File: src/rtl/branch_pkg.sv
// Shared branch opcodes, fall-through step and branch-unit state encoding.
package branch_pkg;

  localparam logic [3:0] BR_JZ  = 4'h0;
  localparam logic [3:0] BR_JNZ = 4'h1;
  localparam logic [3:0] BR_JS  = 4'h2;
  localparam logic [3:0] BR_JNS = 4'h3;
  localparam logic [3:0] BR_JMP = 4'h4;

  localparam int unsigned BR_PC_STEP = 2;

  typedef enum logic [1:0] {
    BU_IDLE      = 2'd0,
    BU_WAIT_HEAD = 2'd1,
    BU_FIRE      = 2'd2
  } bu_state_t;

endpackage

File: src/rtl/branch_resolve.sv
// Combinational branch condition and target computation; shared with the
// predictor checker, so it carries no state.
module branch_resolve
  import branch_pkg::*;
#(
  parameter int unsigned DATA_W  = 16,
  parameter int unsigned PC_W    = 16,
  parameter int unsigned PC_STEP = BR_PC_STEP
) (
  input  logic [3:0]        opcode,
  input  logic [PC_W-1:0]   pc,
  input  logic [DATA_W-1:0] op1,
  input  logic [DATA_W-1:0] op2,
  output logic              taken,
  output logic [PC_W-1:0]   target
);

  always_comb begin
    taken = 1'b0;
    case (opcode)
      BR_JZ:   taken = (op2 == '0);
      BR_JNZ:  taken = (op2 != '0);
      BR_JS:   taken = op2[DATA_W-1];
      BR_JNS:  taken = ~op2[DATA_W-1];
      BR_JMP:  taken = 1'b1;
      default: taken = 1'b0;
    endcase
    // fall-through wraps naturally at the PC width
    target = taken ? op1[PC_W-1:0] : pc + PC_W'(PC_STEP);
  end

endmodule

File: src/rtl/branch_unit.sv
// Branch functional unit: holds one resolved branch until it reaches the ROB
// head, then completes it on CDB slot 0 and redirects fetch in the same cycle.
//
// state        | meaning
// BU_IDLE      | empty, accepting an issue
// BU_WAIT_HEAD | branch held, waiting for rob_head to match its index
// BU_FIRE      | one-cycle CDB broadcast plus fetch redirect
module branch_unit
  import branch_pkg::*;
#(
  parameter int unsigned DATA_W    = 16,
  parameter int unsigned PC_W      = 16,
  parameter int unsigned ROB_IDX_W = 4,
  parameter int unsigned PC_STEP   = BR_PC_STEP
) (
  input  logic                 clk,
  input  logic                 rst_n,
  input  logic                 in_valid,
  input  logic [3:0]           in_opcode,
  input  logic [ROB_IDX_W-1:0] in_rob_idx,
  input  logic [PC_W-1:0]      in_pc,
  input  logic [DATA_W-1:0]    in_op1,
  input  logic [DATA_W-1:0]    in_op2,
  input  logic [ROB_IDX_W-1:0] rob_head,
  output logic                 full,
  output logic                 cdb_valid,
  output logic [ROB_IDX_W-1:0] cdb_rob_idx,
  output logic [DATA_W-1:0]    cdb_value,
  output logic                 is_branch,
  output logic [PC_W-1:0]      branch_target
);

  bu_state_t              state, state_nxt;
  logic [ROB_IDX_W-1:0]   idx_q;
  logic [PC_W-1:0]        target_q;
  logic                   taken_q;
  logic                   load;
  logic                   res_taken;
  logic [PC_W-1:0]        res_target;

  branch_resolve #(
    .DATA_W  (DATA_W),
    .PC_W    (PC_W),
    .PC_STEP (PC_STEP)
  ) u_resolve (
    .opcode (in_opcode),
    .pc     (in_pc),
    .op1    (in_op1),
    .op2    (in_op2),
    .taken  (res_taken),
    .target (res_target)
  );

  always_ff @(posedge clk) begin
    if (!rst_n) begin
      state    <= BU_IDLE;
      idx_q    <= '0;
      target_q <= '0;
      taken_q  <= 1'b0;
    end else begin
      state <= state_nxt;
      if (load) begin
        idx_q    <= in_rob_idx;
        target_q <= res_target;
        taken_q  <= res_taken;
      end
    end
  end

  always_comb begin
    state_nxt     = state;
    load          = 1'b0;
    full          = 1'b1;
    cdb_valid     = 1'b0;
    is_branch     = 1'b0;
    cdb_rob_idx   = '0;
    cdb_value     = '0;
    branch_target = '0;
    case (state)
      BU_IDLE: begin
        full = 1'b0;
        if (in_valid) begin
          load      = 1'b1;
          state_nxt = BU_WAIT_HEAD;
        end
      end
      // compare uses the latched index, so this state always lasts a cycle
      BU_WAIT_HEAD: begin
        if (rob_head == idx_q) state_nxt = BU_FIRE;
      end
      BU_FIRE: begin
        cdb_valid     = 1'b1;
        is_branch     = 1'b1;
        cdb_rob_idx   = idx_q;
        cdb_value     = {{(DATA_W-1){1'b0}}, taken_q};
        branch_target = target_q;
        state_nxt     = BU_IDLE;
      end
      default: state_nxt = BU_IDLE;
    endcase
  end

  always @(posedge clk) begin
    assert (!(rst_n && in_valid && full))
      else $error("branch_unit: in_valid while full, issue ignored");
  end

endmodule
File: config.mk
export PLATFORM = sky130hd
export DESIGN_NAME = branch_unit
export DESIGN_NICKNAME = d
export VERILOG_FILES = /design/src/rtl/branch_pkg.sv /design/src/rtl/branch_resolve.sv /design/src/rtl/branch_unit.sv
export SDC_FILE = /design/constraint.sdc
export NUM_CORES = 1
export LEC_CHECK = 0
export ABC_AREA = 1
export CORE_MARGIN = 8
export CORE_UTILIZATION = 35
export DETAILED_ROUTE_END_ITERATION = 12
export GPL_TIMING_DRIVEN = 0
export PLACE_DENSITY_LB_ADDON = 0.05
export SETUP_SLACK_MARGIN = 0.15
export SYNTH_ARGS = -nofsm -noshare
export SYNTH_HDL_FRONTEND = slang
export SYNTH_SLANG_ARGS = --single-unit
File: constraint.sdc
create_clock -name clk -period 1.46 [get_ports clk]
set_input_delay 0.292 -clock clk [delete_from_list [all_inputs] [get_ports clk]]
set_output_delay 0.292 -clock clk [all_outputs]
set_load 0.01 [all_outputs]
==> metrics.csv <==
metric;value;unit
setup_viol;9;
power.switching;0.642;mW
violations;setup timing;
setup_tns;-0.120;ns
holdPathStages;5;
cp-start-kind;register;
cts.htree.levels;1;
power_frac_seq;37.8;%
clockBufferDepth;2;
dp_hpwl;4860;um
fmaxAchievable;675;MHz
routed_via_density;4.53;
p_total;1.90;mW
clk_latency;0.26;ns
r2r_end;target_q[8]$_SDFFE_PN0P_;
nNetsFinal;509;
synthTopCellsByArea;dfxtp_1 24%, inv_1 12%, nand2_1 11%, nand3_1 9.3%, nor2_1 8.1%;
syn-instance-count;312;
finClkSkew;0.00406;ns
synthFlopType;dfxtp_1;
drive_gt1_share;45.9;%
fin_util;69.3;%
p_leak;1.74;nW
cts_tree;done;
synth_edf_count;0;
drc;0;
num_rows;26;
switching_share;33.8;%
grt_overflow;0;
antenna_found_initial;0;
pwr-share-clk;20.9;%
ioPinCount;102;
critical_path_required;1.17;ns
gp_congestion;0.813;
rrSetupSlack;0.23;ns
min_period;1.48;ns
worstSetupPathType;reg2out;
drt_iter0_drc;68;
cts.clk_slew.worst_paths;0.08;ns
arrival;1.19;ns
synthArstFlopShare;0;%
firstDrtPassIters;4;
n_fill_cell;446;
grt_start_max_net_pins;13;
cts_hold_buf;0;
comb_power_share;41.4;%
synthTopCellsByCount;60 x inv_1, 56 x nand2_1, 41 x nor2_1, 35 x nand3_1, 23 x dfxtp_1;
design.die.area;0.00802;mm2
synth_area;0.00189;mm2
yosysSeqAreaShare;24.3;%
hold_ws;0.444;ns
synthToLayoutAreaGrowth;89.4;%
ant_nets;0;
grt_pass1_vias;2245;
fin_ws;-0.0218;ns
whs_endpoint;target_q[1]$_SDFFE_PN0P_;
synth.most_common_cell;inv_1;
initial_core_util;36.6;%
cp_max_fo;5;
yosysTopAreaCell;dfxtp_1;
peakVddDrop;0.356;mV
min-delay-start;in_pc[1];
wl_per_cell;13.2;um
hold_viol_final;0;
die_h;89.5;um
cts-root-buf;clkbuf_8;
drv_slew;0;
p_per_area;530;mW/mm2
drt_wl_total;6770;um
antenna_cells;0;
tritoncts_num_sinks;23;
finalCritPeriodShare;101;%
track_usage;15.7;%
coreArea;0.00517;mm2
postSynthAreaPerCell;6.07;um2
grt_pass1_wl;9880;um
ys_ff_latch;23;
cts_buffers;3;
r2r.worst_path.cells;7;
ys_types;30;
synth_top_area_share;24.3;%
status;finished, violations left;
rr_startpoint;state[0]$_SDFFE_PN0P_;
pre_cts_ws;-0.737;ns
end_kind;primary output;
rsz0062_at_grt;true;
portBuffers;86;
internal_power;1.26;mW
vias;2326;
die_x;89.5;um
hold_class;in2reg;
ys_warn_count;0;
cap_violations;0;
-- power groups by stage --
stage	logic [mW]	clock network [mW]	registers [mW]
global placement	0.611	0	0.728
detailed placement	0.620	0	0.731
finish	0.786	0.396	0.718
CTS	0.653	0.404	0.718
floorplan	0.350	0	0.725
global route	0.863	0.423	0.725
-- routing by layer --
| layer | part of all wire, % | track usage, % |
|---|---|---|
| met1 | 41 | 18.4 |
| met2 | 51 | 28.2 |
| met3 | 5.5 | 2.21 |
| met4 | 2.1 | 4.98 |
| met5 | 0 | 0 |
-- area by class of cell --
type	count	area [um2]	share of cell area, %
repair buffers	113	1010	28.2
inverters	61	233	6.49
well taps	70	87.6	2.44
clock buffers	4	45.0	1.26
multi-input cells	217	1510	42.2
flip-flops and latches	23	463	12.9
plain buffers	26	231	6.46
-- cells by family after synthesis --
group                    synth area share (%)
AND/OR/NAND/NOR                          37.8
buffers and inverters                    21.7
AO/OA/AOI/OAI                            8.79
flip-flops                               24.3
XOR/XNOR                                 6.48
adder cells (fa/ha/maj)                 0.661
other                                   0.198
-- state kept, by name, indices dropped and copies added, names as in the netlist --
signal / count
target_q: 16
taken_q: 1
idx_q: 4
state: 2
-- placed cells by master (no fill, tap or decap), types with 3 or more instances in the layout --
| cell | n |
|---|---|
| a21oi_1 | 20 |
| nor3_4 | 3 |
| nor2_4 | 18 |
| nand3_4 | 3 |
| nand4_1 | 4 |
| nor3_2 | 3 |
| a21oi_2 | 3 |
| nand3_1 | 19 |
| clkbuf_8 | 3 |
| dfxtp_1 | 21 |
| nand2_1 | 39 |
| buf_2 | 22 |
| buf_4 | 35 |
| inv_2 | 7 |
| nand2_4 | 7 |
| clkdlybuf4s15_2 | 3 |
| nand2_2 | 15 |
| buf_8 | 3 |
| buf_6 | 34 |
| nor2_2 | 14 |
| conb_1 | 15 |
| o21ai_0 | 4 |
| inv_1 | 52 |
| xor2_1 | 12 |
| nand3_2 | 16 |
| dlygate4sd2_1 | 8 |
| nor2_1 | 10 |
| clkdlybuf4s50_1 | 29 |
-- worst max-delay path, cell delays in order (launching register included) --
cell and delay, ns:
dfxtp_2 0.34, inv_2 0.05, nor2_4 0.10, inv_4 0.07
buf_12 0.15, nor2_4 0.09, buf_6 0.11
-- metrics by stage --
| step | instance area [um2] | cells |
|---|---|---|
| final | 3580 | 514 |
| after global routing | 3580 | 514 |
| after CTS | 3060 | 503 |
| after detailed placement | 2920 | 482 |
| after global placement | 2920 | 482 |
| after floorplan | 1970 | 326 |
-- worst max-delay path by stage --
stage | slack, ns | endpoint | from | cells past startpoint
finish | -0.02 | branch_target[6] | state[1]$_SDFFE_PN0P_ | 6
global route | -0.08 | branch_target[14] | state[1]$_SDFFE_PN0P_ | 6
CTS | -0.06 | cdb_value[0] | state[1]$_SDFFE_PN0P_ | 6
detailed placement | -0.74 | target_q[13]$_SDFFE_PN0P_ | in_pc[1] | 11
global placement | -0.67 | target_q[13]$_SDFFE_PN0P_ | in_pc[1] | 11
floorplan | 0.14 | target_q[13]$_SDFFE_PN0P_ | in_pc[1] | 10
-- repair_timing --
action                     4_1_cts  5_1_grt
gates resized for setup        234      127
pin swaps                       41       45
gates cloned                     5        0
setup endpoints to repair       46       42
hold endpoints to repair         0        0
buffers inserted                12       11
Note: power is estimated with default switching activity, not from simulation.
